===== config.mk =====
export PLATFORM = sky130hd
export DESIGN_NAME = q2_lcd_io
export DESIGN_NICKNAME = d
export VERILOG_FILES = /design/src/rtl/q2_lcd_io.sv
export SDC_FILE = /design/constraint.sdc
export NUM_CORES = 1
export LEC_CHECK = 0
export ABC_AREA = 1
export BUFFER_PORTS_ARGS = -buffer_cell sky130_fd_sc_hd__buf_2
export CAP_MARGIN = 20
export CORE_MARGIN = 4
export CORE_UTILIZATION = 40
export CTS_CLUSTER_DIAMETER = 80
export DETAILED_ROUTE_END_ITERATION = 12
export PLACE_DENSITY_LB_ADDON = 0.08
export RECOVER_POWER = 100
export SKIP_CTS_REPAIR_TIMING = 1
export SLEW_MARGIN = 0
export SYNTH_ARGS = -nofsm -noshare
export SYNTH_HDL_FRONTEND = slang
export SYNTH_SLANG_ARGS = --single-unit

===== constraint.sdc =====
create_clock -name clk -period 2.8 [get_ports clk]
set_input_delay 0.56 -clock clk [delete_from_list [all_inputs] [get_ports clk]]
set_output_delay 0.56 -clock clk [all_outputs]
set_load 0.01 [all_outputs]

===== src/rtl/q2_lcd_io.sv =====
// Console peripheral at q2 address 0xFFF: queues CPU character/command writes and
// serialises them to an HD44780-style LCD in 4-bit mode; reads return debounced keys.
module q2_lcd_io #(
    parameter int FIFO_DEPTH = 8,
    parameter int KEYS       = 4,
    parameter int DEB_CYC    = 16,
    parameter int E_CYC      = 2,
    parameter int CHAR_CYC   = 4,
    parameter int CLR_CYC    = 64,
    parameter int PWR_CYC    = 256
) (
    input  logic            clk,
    input  logic            rst,
    input  logic [11:0]     abus,
    input  logic [11:0]     dbus_in,
    input  logic            wrm,
    input  logic            rdm,
    output logic [11:0]     dbus_out,
    output logic            dbus_oe,
    input  logic [KEYS-1:0] keys_n,
    output logic            lcd_rs,
    output logic            lcd_e,
    output logic [3:0]      lcd_d,
    output logic            lcd_ready
);

    localparam int AW   = (FIFO_DEPTH > 1) ? $clog2(FIFO_DEPTH) : 1;
    localparam int DW   = (DEB_CYC > 1) ? $clog2(DEB_CYC + 1) : 1;
    localparam int M1   = (PWR_CYC > CLR_CYC) ? PWR_CYC : CLR_CYC;
    localparam int M2   = (CHAR_CYC > E_CYC) ? CHAR_CYC : E_CYC;
    localparam int MAXC = (M1 > M2) ? M1 : M2;
    localparam int CW   = $clog2(MAXC + 1);

    localparam logic [CW-1:0] PWR_LAST  = CW'(PWR_CYC - 1);
    localparam logic [CW-1:0] CLR_LAST  = CW'(CLR_CYC - 1);
    localparam logic [CW-1:0] CHAR_LAST = CW'(CHAR_CYC - 1);
    localparam logic [CW-1:0] E_LAST    = CW'(E_CYC - 1);
    localparam logic [DW-1:0] DEB_LAST  = DW'(DEB_CYC - 1);
    localparam logic [AW:0]   DEPTH_C   = (AW + 1)'(FIFO_DEPTH);
    localparam logic [11:0]   MY_ADDR   = 12'hFFF;

    typedef enum logic [2:0] {
        ST_PWR_WAIT,
        ST_INIT_E,
        ST_INIT_GAP,
        ST_IDLE,
        ST_NIB_HI,
        ST_GAP1,
        ST_NIB_LO,
        ST_WAIT
    } state_t;

    function automatic logic [7:0] printable(input logic [7:0] c);
        return (c >= 8'h20 && c <= 8'h7E) ? c : 8'h3F;
    endfunction

    // Returns {valid, rs, byte} for a CPU write word.
    function automatic logic [9:0] decode_write(input logic [8:0] d);
        logic [9:0] r;
        r = '0;
        if (!d[8])
            r = {1'b1, 1'b1, printable(d[7:0])};
        else if (d[7])
            r = {1'b1, 1'b0, 1'b1, d[6:0]};
        else if (d[0])
            r = {1'b1, 1'b0, 8'h01};
        return r;
    endfunction

    function automatic logic [3:0] init_nibble(input logic [1:0] i);
        return (i == 2'd3) ? 4'h2 : 4'h3;
    endfunction

    function automatic logic [7:0] init_byte(input logic [1:0] i);
        logic [7:0] b;
        case (i)
            2'd0:    b = 8'h28;
            2'd1:    b = 8'h0C;
            2'd2:    b = 8'h06;
            default: b = 8'h01;
        endcase
        return b;
    endfunction

    // ---------------- write strobe edge detect and decode ----------------
    logic       wrm_q, wrm_d;
    logic       wr_req;
    logic [9:0] wr_dec;
    logic       unused_bits;

    assign wrm_d       = wrm;
    assign wr_dec      = decode_write(dbus_in[8:0]);
    assign wr_req      = wrm && !wrm_q && (abus == MY_ADDR) && wr_dec[9];
    assign unused_bits = ^dbus_in[11:9];

    always_ff @(posedge clk) begin
        if (rst) wrm_q <= 1'b0;
        else     wrm_q <= wrm_d;
    end

    // ---------------- write queue ----------------
    state_t        state_q;
    logic          init_done_q;
    logic [8:0]    mem_q [FIFO_DEPTH];
    logic [AW-1:0] wr_ptr_q, wr_ptr_d, rd_ptr_q, rd_ptr_d;
    logic [AW:0]   count_q, count_d;
    logic          fifo_full, fifo_empty, enq, deq;

    assign fifo_full  = (count_q == DEPTH_C);
    assign fifo_empty = (count_q == '0);
    assign deq        = (state_q == ST_IDLE) && init_done_q && !fifo_empty;
    // A full queue still takes the write when an entry leaves in the same cycle.
    assign enq        = wr_req && (!fifo_full || deq);

    always_comb begin
        wr_ptr_d = wr_ptr_q;
        rd_ptr_d = rd_ptr_q;
        count_d  = count_q;
        if (enq) wr_ptr_d = wr_ptr_q + AW'(1);
        if (deq) rd_ptr_d = rd_ptr_q + AW'(1);
        case ({enq, deq})
            2'b10:   count_d = count_q + (AW + 1)'(1);
            2'b01:   count_d = count_q - (AW + 1)'(1);
            default: count_d = count_q;
        endcase
    end

    always_ff @(posedge clk) begin
        if (rst) begin
            wr_ptr_q <= '0;
            rd_ptr_q <= '0;
            count_q  <= '0;
        end else begin
            wr_ptr_q <= wr_ptr_d;
            rd_ptr_q <= rd_ptr_d;
            count_q  <= count_d;
        end
    end

    always_ff @(posedge clk) begin
        if (enq) mem_q[wr_ptr_q] <= wr_dec[8:0];
    end

    // ---------------- keypad synchroniser and debounce ----------------
    logic [KEYS-1:0] sync1_q, sync2_q, deb_q, deb_d;
    logic [DW-1:0]   dcnt_q [KEYS];
    logic [DW-1:0]   dcnt_d [KEYS];

    // The counter runs only while the synchronised input disagrees with the debounced value.
    always_comb begin
        for (int k = 0; k < KEYS; k++) begin
            deb_d[k]  = deb_q[k];
            dcnt_d[k] = '0;
            if (sync2_q[k] != deb_q[k]) begin
                if (dcnt_q[k] == DEB_LAST) deb_d[k] = sync2_q[k];
                else                       dcnt_d[k] = dcnt_q[k] + DW'(1);
            end
        end
    end

    always_ff @(posedge clk) begin
        if (rst) begin
            sync1_q <= '1;
            sync2_q <= '1;
            deb_q   <= '1;
            for (int k = 0; k < KEYS; k++) dcnt_q[k] <= '0;
        end else begin
            sync1_q <= keys_n;
            sync2_q <= sync1_q;
            deb_q   <= deb_d;
            dcnt_q  <= dcnt_d;
        end
    end

    // ---------------- CPU read path ----------------
    always_comb begin
        dbus_out             = '1;
        dbus_out[KEYS-1:0]   = deb_q;
        dbus_out[11]         = !fifo_full;
    end

    assign dbus_oe = rdm && (abus == MY_ADDR);

    // ---------------- LCD serialiser ----------------
    logic [CW-1:0] cnt_q;
    logic [1:0]    idx_q;
    logic [7:0]    cur_byte_q;
    logic          cur_rs_q;
    logic          lcd_e_q, lcd_rs_q;
    logic [3:0]    lcd_d_q;
    logic [8:0]    next_ent;
    logic [CW-1:0] wait_last;

    // During init the byte path is fed from the fixed init table instead of the queue.
    assign next_ent  = init_done_q ? mem_q[rd_ptr_q] : {1'b0, init_byte(idx_q)};
    assign wait_last = (cur_byte_q == 8'h01 && !cur_rs_q) ? CLR_LAST : CHAR_LAST;

    always_ff @(posedge clk) begin
        if (rst) begin
            state_q     <= ST_PWR_WAIT;
            cnt_q       <= '0;
            idx_q       <= '0;
            init_done_q <= 1'b0;
            cur_rs_q    <= 1'b0;
            lcd_e_q     <= 1'b0;
            lcd_rs_q    <= 1'b0;
            lcd_d_q     <= '0;
        end else begin
            case (state_q)
                ST_PWR_WAIT: begin
                    if (cnt_q == PWR_LAST) begin
                        cnt_q    <= '0;
                        lcd_e_q  <= 1'b1;
                        lcd_rs_q <= 1'b0;
                        lcd_d_q  <= init_nibble(idx_q);
                        state_q  <= ST_INIT_E;
                    end else begin
                        cnt_q <= cnt_q + CW'(1);
                    end
                end
                ST_INIT_E: begin
                    if (cnt_q == E_LAST) begin
                        cnt_q   <= '0;
                        lcd_e_q <= 1'b0;
                        state_q <= ST_INIT_GAP;
                    end else begin
                        cnt_q <= cnt_q + CW'(1);
                    end
                end
                ST_INIT_GAP: begin
                    if (cnt_q == CLR_LAST) begin
                        cnt_q <= '0;
                        idx_q <= idx_q + 2'd1;
                        if (idx_q == 2'd3) begin
                            state_q <= ST_IDLE;
                        end else begin
                            lcd_e_q <= 1'b1;
                            lcd_d_q <= init_nibble(idx_q + 2'd1);
                            state_q <= ST_INIT_E;
                        end
                    end else begin
                        cnt_q <= cnt_q + CW'(1);
                    end
                end
                ST_IDLE: begin
                    if (!init_done_q || !fifo_empty) begin
                        cur_rs_q   <= next_ent[8];
                        cur_byte_q <= next_ent[7:0];
                        lcd_rs_q   <= next_ent[8];
                        lcd_d_q    <= next_ent[7:4];
                        lcd_e_q    <= 1'b1;
                        cnt_q      <= '0;
                        state_q    <= ST_NIB_HI;
                        if (!init_done_q) begin
                            idx_q <= idx_q + 2'd1;
                            if (idx_q == 2'd3) init_done_q <= 1'b1;
                        end
                    end
                end
                ST_NIB_HI: begin
                    if (cnt_q == E_LAST) begin
                        cnt_q   <= '0;
                        lcd_e_q <= 1'b0;
                        state_q <= ST_GAP1;
                    end else begin
                        cnt_q <= cnt_q + CW'(1);
                    end
                end
                ST_GAP1: begin
                    lcd_d_q <= cur_byte_q[3:0];
                    lcd_e_q <= 1'b1;
                    state_q <= ST_NIB_LO;
                end
                ST_NIB_LO: begin
                    if (cnt_q == E_LAST) begin
                        cnt_q   <= '0;
                        lcd_e_q <= 1'b0;
                        state_q <= ST_WAIT;
                    end else begin
                        cnt_q <= cnt_q + CW'(1);
                    end
                end
                ST_WAIT: begin
                    if (cnt_q == wait_last) begin
                        cnt_q   <= '0;
                        state_q <= ST_IDLE;
                    end else begin
                        cnt_q <= cnt_q + CW'(1);
                    end
                end
                default: state_q <= ST_PWR_WAIT;
            endcase
        end
    end

    assign lcd_e     = lcd_e_q;
    assign lcd_rs    = lcd_rs_q;
    assign lcd_d     = lcd_d_q;
    assign lcd_ready = (state_q == ST_IDLE) && init_done_q && fifo_empty;

endmodule


==> run summary, run 1 <==
outcome -> finished, final reports clean
Layout area overhead -> 14.8%
Gate Count Post-Synth -> 700
CP endpoint -> count_q[3]
HPWL after DPL -> 9.84 mm
CP Capture Type -> register
H-Tree Depth -> 4
min-delay src -> keys_n[1]
sequential area share after synthesis -> 56.7%
die width -> 137 um
# rows -> 46
worst-skew pair later-pin latency -> 0.42 ns
Crit. Startpoint -> state_q[1]
Design Power -> 5.30 mW
first-pass GRT wire length -> 23.3 mm
placed cell area -> 7150 um2
CTS buffer count -> 17
ANT nets after route -> 0
vias per std cell -> 4.87
initial antenna violation count -> 0
Worst Path Required -> 3.11 ns
reg2reg start -> state_q[1]
Routed WL -> 14.5 mm
Yosys top cell by area -> edfxtp_1
CP dominant cell by count -> nand2_1
min Tclk post-route -> 2.56 ns
Ys Warns -> 0
diode count -> 0
post-route cell area -> 7620 um2
leakage power -> 2.95 nW
CP Cell Sequence -> nand2_2 -> nor2_4 -> nand2_4 -> inv_1 -> o21ai_2 -> nor2_4 -> inv_1 -> ha_1 -> ha_1 -> nand2_1 -> nand2_1 -> a21oi_1 -> nor2_1 -> nor2_1 -> nand2_1 -> o21ai_0 -> a21oi_1
Synth Register Bits -> 148
FF-to-FF End -> count_q[3]
Worst path depth -> 17
Synth top area share -> 36.2%
Die ar. -> 18,700 um2
Max VDD drop -> 0.487 mV
pins over their slew limit -> 0
iteration count of the initial detailed-routing pass -> 4
final-report hold violation count -> 0
Final #Nets -> 814
mean area per synthesized cell -> 9.49 um2
Bufs and invs on worst path -> 2
Crit Path Category -> register to register
fin crit share -> 91.6%
Post-route DRC -> 0
CP Launch Type -> register
Non-Filler Instances -> 987
Worst Path Arrival -> 2.87 ns
Max-Cap Viols -> 0
vias in the first global route -> 4,565
clk buf depth -> 2
drt initial violations -> 207
slowest cell delay on critical path -> 0.44 ns
WL/cell -> 14.6 um
R2R Setup Slk -> 0.24 ns
setup violators final -> 0
clk root buf -> clkbuf_16
Die H -> 137 um
core area -> 16,100 um2
RD Place Congestion -> 0.859
Placed Cells -> 957
Clock transition at path regs -> 0.06 ns
input/output buffers -> 41
Slew @ Worst Pin -> 1.43 ns
initial core utilization -> 41.4%
post-synth cell types -> 44
IO Count -> 52
layout cells sized above 1 -> 12.5%
post-synthesis instance area -> 6640 um2
clk sink count -> 148
crit path max fanout -> 7
maximum clock frequency -> 0.390 GHz
max_slew headroom -> 4.91%
Pwr per Cell Area -> 695 nW/um2
Worst path slowest cell -> dfxtp_1
Synth area leaders -> edfxtp_1, dfxtp_1, nor2_1
Hold Path Class -> input port to register
largest net degree at the start of global routing -> 37
skew final -> 0.00714 ns
TritonCTS clock tree -> yes
Worst Reg-to-Reg Cells -> 17
Crit path max-delay family -> simple AND/OR/NAND/NOR gates
grt ovf -> 0
RSZ-0062 raised after global routing -> false
Total Routing Usage GR -> 16.3%
Vias -> 4,802
-- cells in the mapped netlist (all sizes together) --
master,count
o21bai,4
conb,1
o22ai,3
o41ai,1
dfxtp,68
edfxtp,80
nor3b,5
a211oi,1
a31oi,1
and2,1
a221o,2
fa,1
xnor2,2
nand4,10
xor2,2
a21oi,46
ha,21
o221ai,8
o31ai,1
clkbuf,12
nor3,16
inv,81
or2,10
nand2,92
nand3,26
and3,4
clkinv,1
o211ai,14
o21ai,58
nor2,114
buf,14
-- where the power goes --
group,internal [mW],switching (mW),leakage (nW)
combinational,0.210,0.403,1.40
sequential,2.36,0.0566,1.27
clock,1.39,0.872,0.278
total,3.97,1.33,2.95
-- cells in the final DEF, fill, tap and decap left out, drive strengths merged, types with 14 or more instances in the layout --
master | netlist | final
inv | 81 | 84
nand3 | 26 | 26
dfxtp | 68 | 68
clkbuf | 12 | 47
edfxtp | 80 | 80
buf | 14 | 32
o211ai | 14 | 14
nor2 | 114 | 114
a21oi | 46 | 46
o21ai | 58 | 58
nand2 | 92 | 92
ha | 21 | 21
nor3 | 16 | 16
-- final cells by class --
cell class                 count  area (um2)
fill                        1543        8430
multi-input combinational    450        2410
clock inverter                12         156
sequential                   148        3760
inverter                      82         308
clock buffer                  18         429
tap                          216         270
timing repair buffer          61         292
-- routing by layer --
layer	share of wire [%]	track usage [%]
met1	49	21.8
met2	46	26.0
met3	3.7	4.38
met4	1.2	5.32
met5	0	0
-- metrics by stage --
| stage | util, % | setup TNS (ns) | hold WS (ns) | setup slack, ns |
|---|---|---|---|---|
| final | 47.5 | 0 | 0.315 | 0.237 |
| after global routing | 47.5 | 0 | 0.300 | 0.0466 |
| after CTS | 48.2 | 0 | 0.292 | 0.241 |
| after detailed placement | 44.5 | -0.0312 | 0.394 | -0.0312 |
| after global placement | 44.5 | 0 | 0.394 | 0.0792 |
| after floorplan | - | 0 | 0.389 | 0.318 |
-- sequential cells by signal, summed over array words and instances (netlist names), 3 cells and up, named ones only --
signal and cells:
mem_q 72, dcnt_q 20, cnt_q 9, cur_byte_q 8, count_q 4, deb_q 4, lcd_d 4, sync1_q 4
sync2_q 4, rd_ptr_q 3, state_q 3, wr_ptr_q 3
-- logic make-up after synthesis --
logic type / synth area share [%]
AO/OA/AOI/OAI: 12.4
XOR/XNOR: 0.528
adder cells (fa/ha/maj): 4.26
buffers and inverters: 6.71
flip-flops: 56.7
other: 0.0565
AND/OR/NAND/NOR: 19.3
-- how the worst min path moves through the flow --
stage,to,slack (ns),cells after the start
floorplan,sync2_q[0],0.39,1
global placement,sync2_q[3],0.39,1
detailed placement,sync2_q[0],0.39,1
CTS,sync1_q[1],0.29,2
global route,sync1_q[3],0.30,2
finish,sync1_q[1],0.31,2
(Power assumes the default switching activity.)
==> run 2, diff against run 1 <==
clock period = 3.3 ns   (was 2.8 ns; I/O delays follow)
==> run summary, run 2 (synthesis results as in run 1) <==
outcome -> finished, final reports clean
RD Place Congestion -> 0.842
vias per std cell -> 4.95
dpl ws -> 0.318 ns
HPWL after DPL -> 9.92 mm
min-delay src -> sync1_q[0]
WL/cell -> 14.9 um
crit path max fanout -> 7
final setup margin -> 0.536 ns
post-route cell area -> 7540 um2
vias in the first global route -> 4,717
most frequent cells in the layout -> nor2_1, nand2_1, edfxtp_1, inv_1, dfxtp_1
Top Registers -> mem_q (72), dcnt_q (20), cnt_q (9)
first-pass GRT wire length -> 23.9 mm
R2R Setup Slk -> 0.54 ns
met2 WL -> 6.79 mm
CTS buffer count -> 17
Die ar. -> 18,700 um2
largest net degree at the start of global routing -> 38
input/output buffers -> 41
fill count -> 1,541
clk sink count -> 148
H-Tree Depth -> 4
Die H -> 137 um
diode count -> 0
Post-route DRC -> 0
worst-skew pair later-pin latency -> 0.42 ns
area of the multi-input gates -> 2400 um2
commonest non-fill, non-tap cell in the layout -> nor2_1
Vias -> 4,873
TritonCTS clock tree -> yes
CP Capture Type -> register
Worst Reg-to-Reg Cells -> 17
placed cell area -> 7110 um2
clk buf depth -> 2
max_slew headroom -> 33.9%
CP Launch Type -> register
final core occ -> 47.0%
die width -> 137 um
clk root buf -> clkbuf_16
Hold Path Sink -> sync2_q[0]
Hold Path Class -> register to register
min Tclk post-route -> 2.76 ns
iteration count of the initial detailed-routing pass -> 5
core area -> 16,100 um2
Clock transition at path regs -> 0.06 ns
Final #Nets -> 809
Post-Route Setup TNS -> 0 ns
layout cells sized above 1 -> 10.7%
initial core utilization -> 41.4%
largest reg by FF count -> mem_q
Reg area -> 3760 um2
leakage power -> 2.90 nW
Worst Path Arrival -> 3.07 ns
initial antenna violation count -> 0
skew final -> 0.00717 ns
pins over their slew limit -> 0
Routed WL -> 14.6 mm
M1 WL -> 7.14 mm
Layout area overhead -> 13.5%
flip-flop count of the largest register after layout -> 72
worst hold path depth -> 1
uppermost layer routed -> met4
# rows -> 46
grt ovf -> 0
IO Count -> 52
RSZ-0062 raised after global routing -> false
final-report hold violation count -> 0
Crit Path Category -> register to register
drt initial violations -> 274
ANT nets after route -> 0
Worst Path Required -> 3.60 ns
Pwr per Cell Area -> 577 nW/um2
reg2reg start -> state_q[1]
Max-Cap Viols -> 0
FF-to-FF End -> count_q[3]
setup violators final -> 0
DR WL met3 -> 545 um
Total Routing Usage GR -> 16.6%
fin crit share -> 83.7%
Max VDD drop -> 0.415 mV
Design Power -> 4.35 mW
Slew @ Worst Pin -> 0.992 ns
maximum clock frequency -> 0.362 GHz
## run 2: worst max-delay path, cell delays in order (launching register included)
cell and delay (ns):
dfxtp_1 0.44, nand2_1 0.17, nor2_4 0.24, nand2_4 0.09, inv_1 0.07, o21ai_0 0.16, nor2_4 0.17, inv_2 0.08
ha_1 0.23, ha_1 0.27, nand2_1 0.07, nand2_1 0.05, a21oi_1 0.16, nor2_1 0.06, nor2_1 0.08, nand2_1 0.07
o21ai_0 0.16, a21oi_1 0.06
## run 2: power by group
group          total (mW)  leakage [nW]  internal [mW]  switching [mW]
registers            2.05          1.27           2.00          0.0494
clock network        1.78         0.267           1.04           0.735
logic               0.517          1.36          0.178           0.339
total                4.35          2.90           3.23            1.12
## run 2: stage by stage
stage                     cells  hold WS [ns]
final                       984         0.408
after global routing        984         0.405
after CTS                   984         0.405
after detailed placement    952         0.394
after global placement      952         0.394
after floorplan             706         0.389
## run 2: how the worst max path moves through the flow
stage / depth (start not counted) / startpoint / to
after floorplan: 16 / abus[7] / count_q[3]
after global placement: 18 / dbus_in[8] / count_q[3]
after detailed placement: 18 / dbus_in[8] / count_q[3]
after CTS: 17 / state_q[1] / count_q[3]
after global routing: 9 / register / lcd_d[3]
final: 17 / state_q[1] / count_q[3]
## run 2: area by class of cell
class | count | area share [%]
timing repair buffer | 56 | 3.37
clock inverter | 8 | 0.697
tap | 216 | 3.58
inverter | 82 | 4.08
sequential | 148 | 49.9
multi-input combinational | 450 | 31.8
clock buffer | 24 | 6.54
## run 2: per-layer routing
metal / GRT usage, % / vias up
met5: 0 / -
met3: 4.30 / 10
met4: 5.38 / 0
li1: - / 2480
met2: 26.3 / 86
met1: 22.2 / 2297
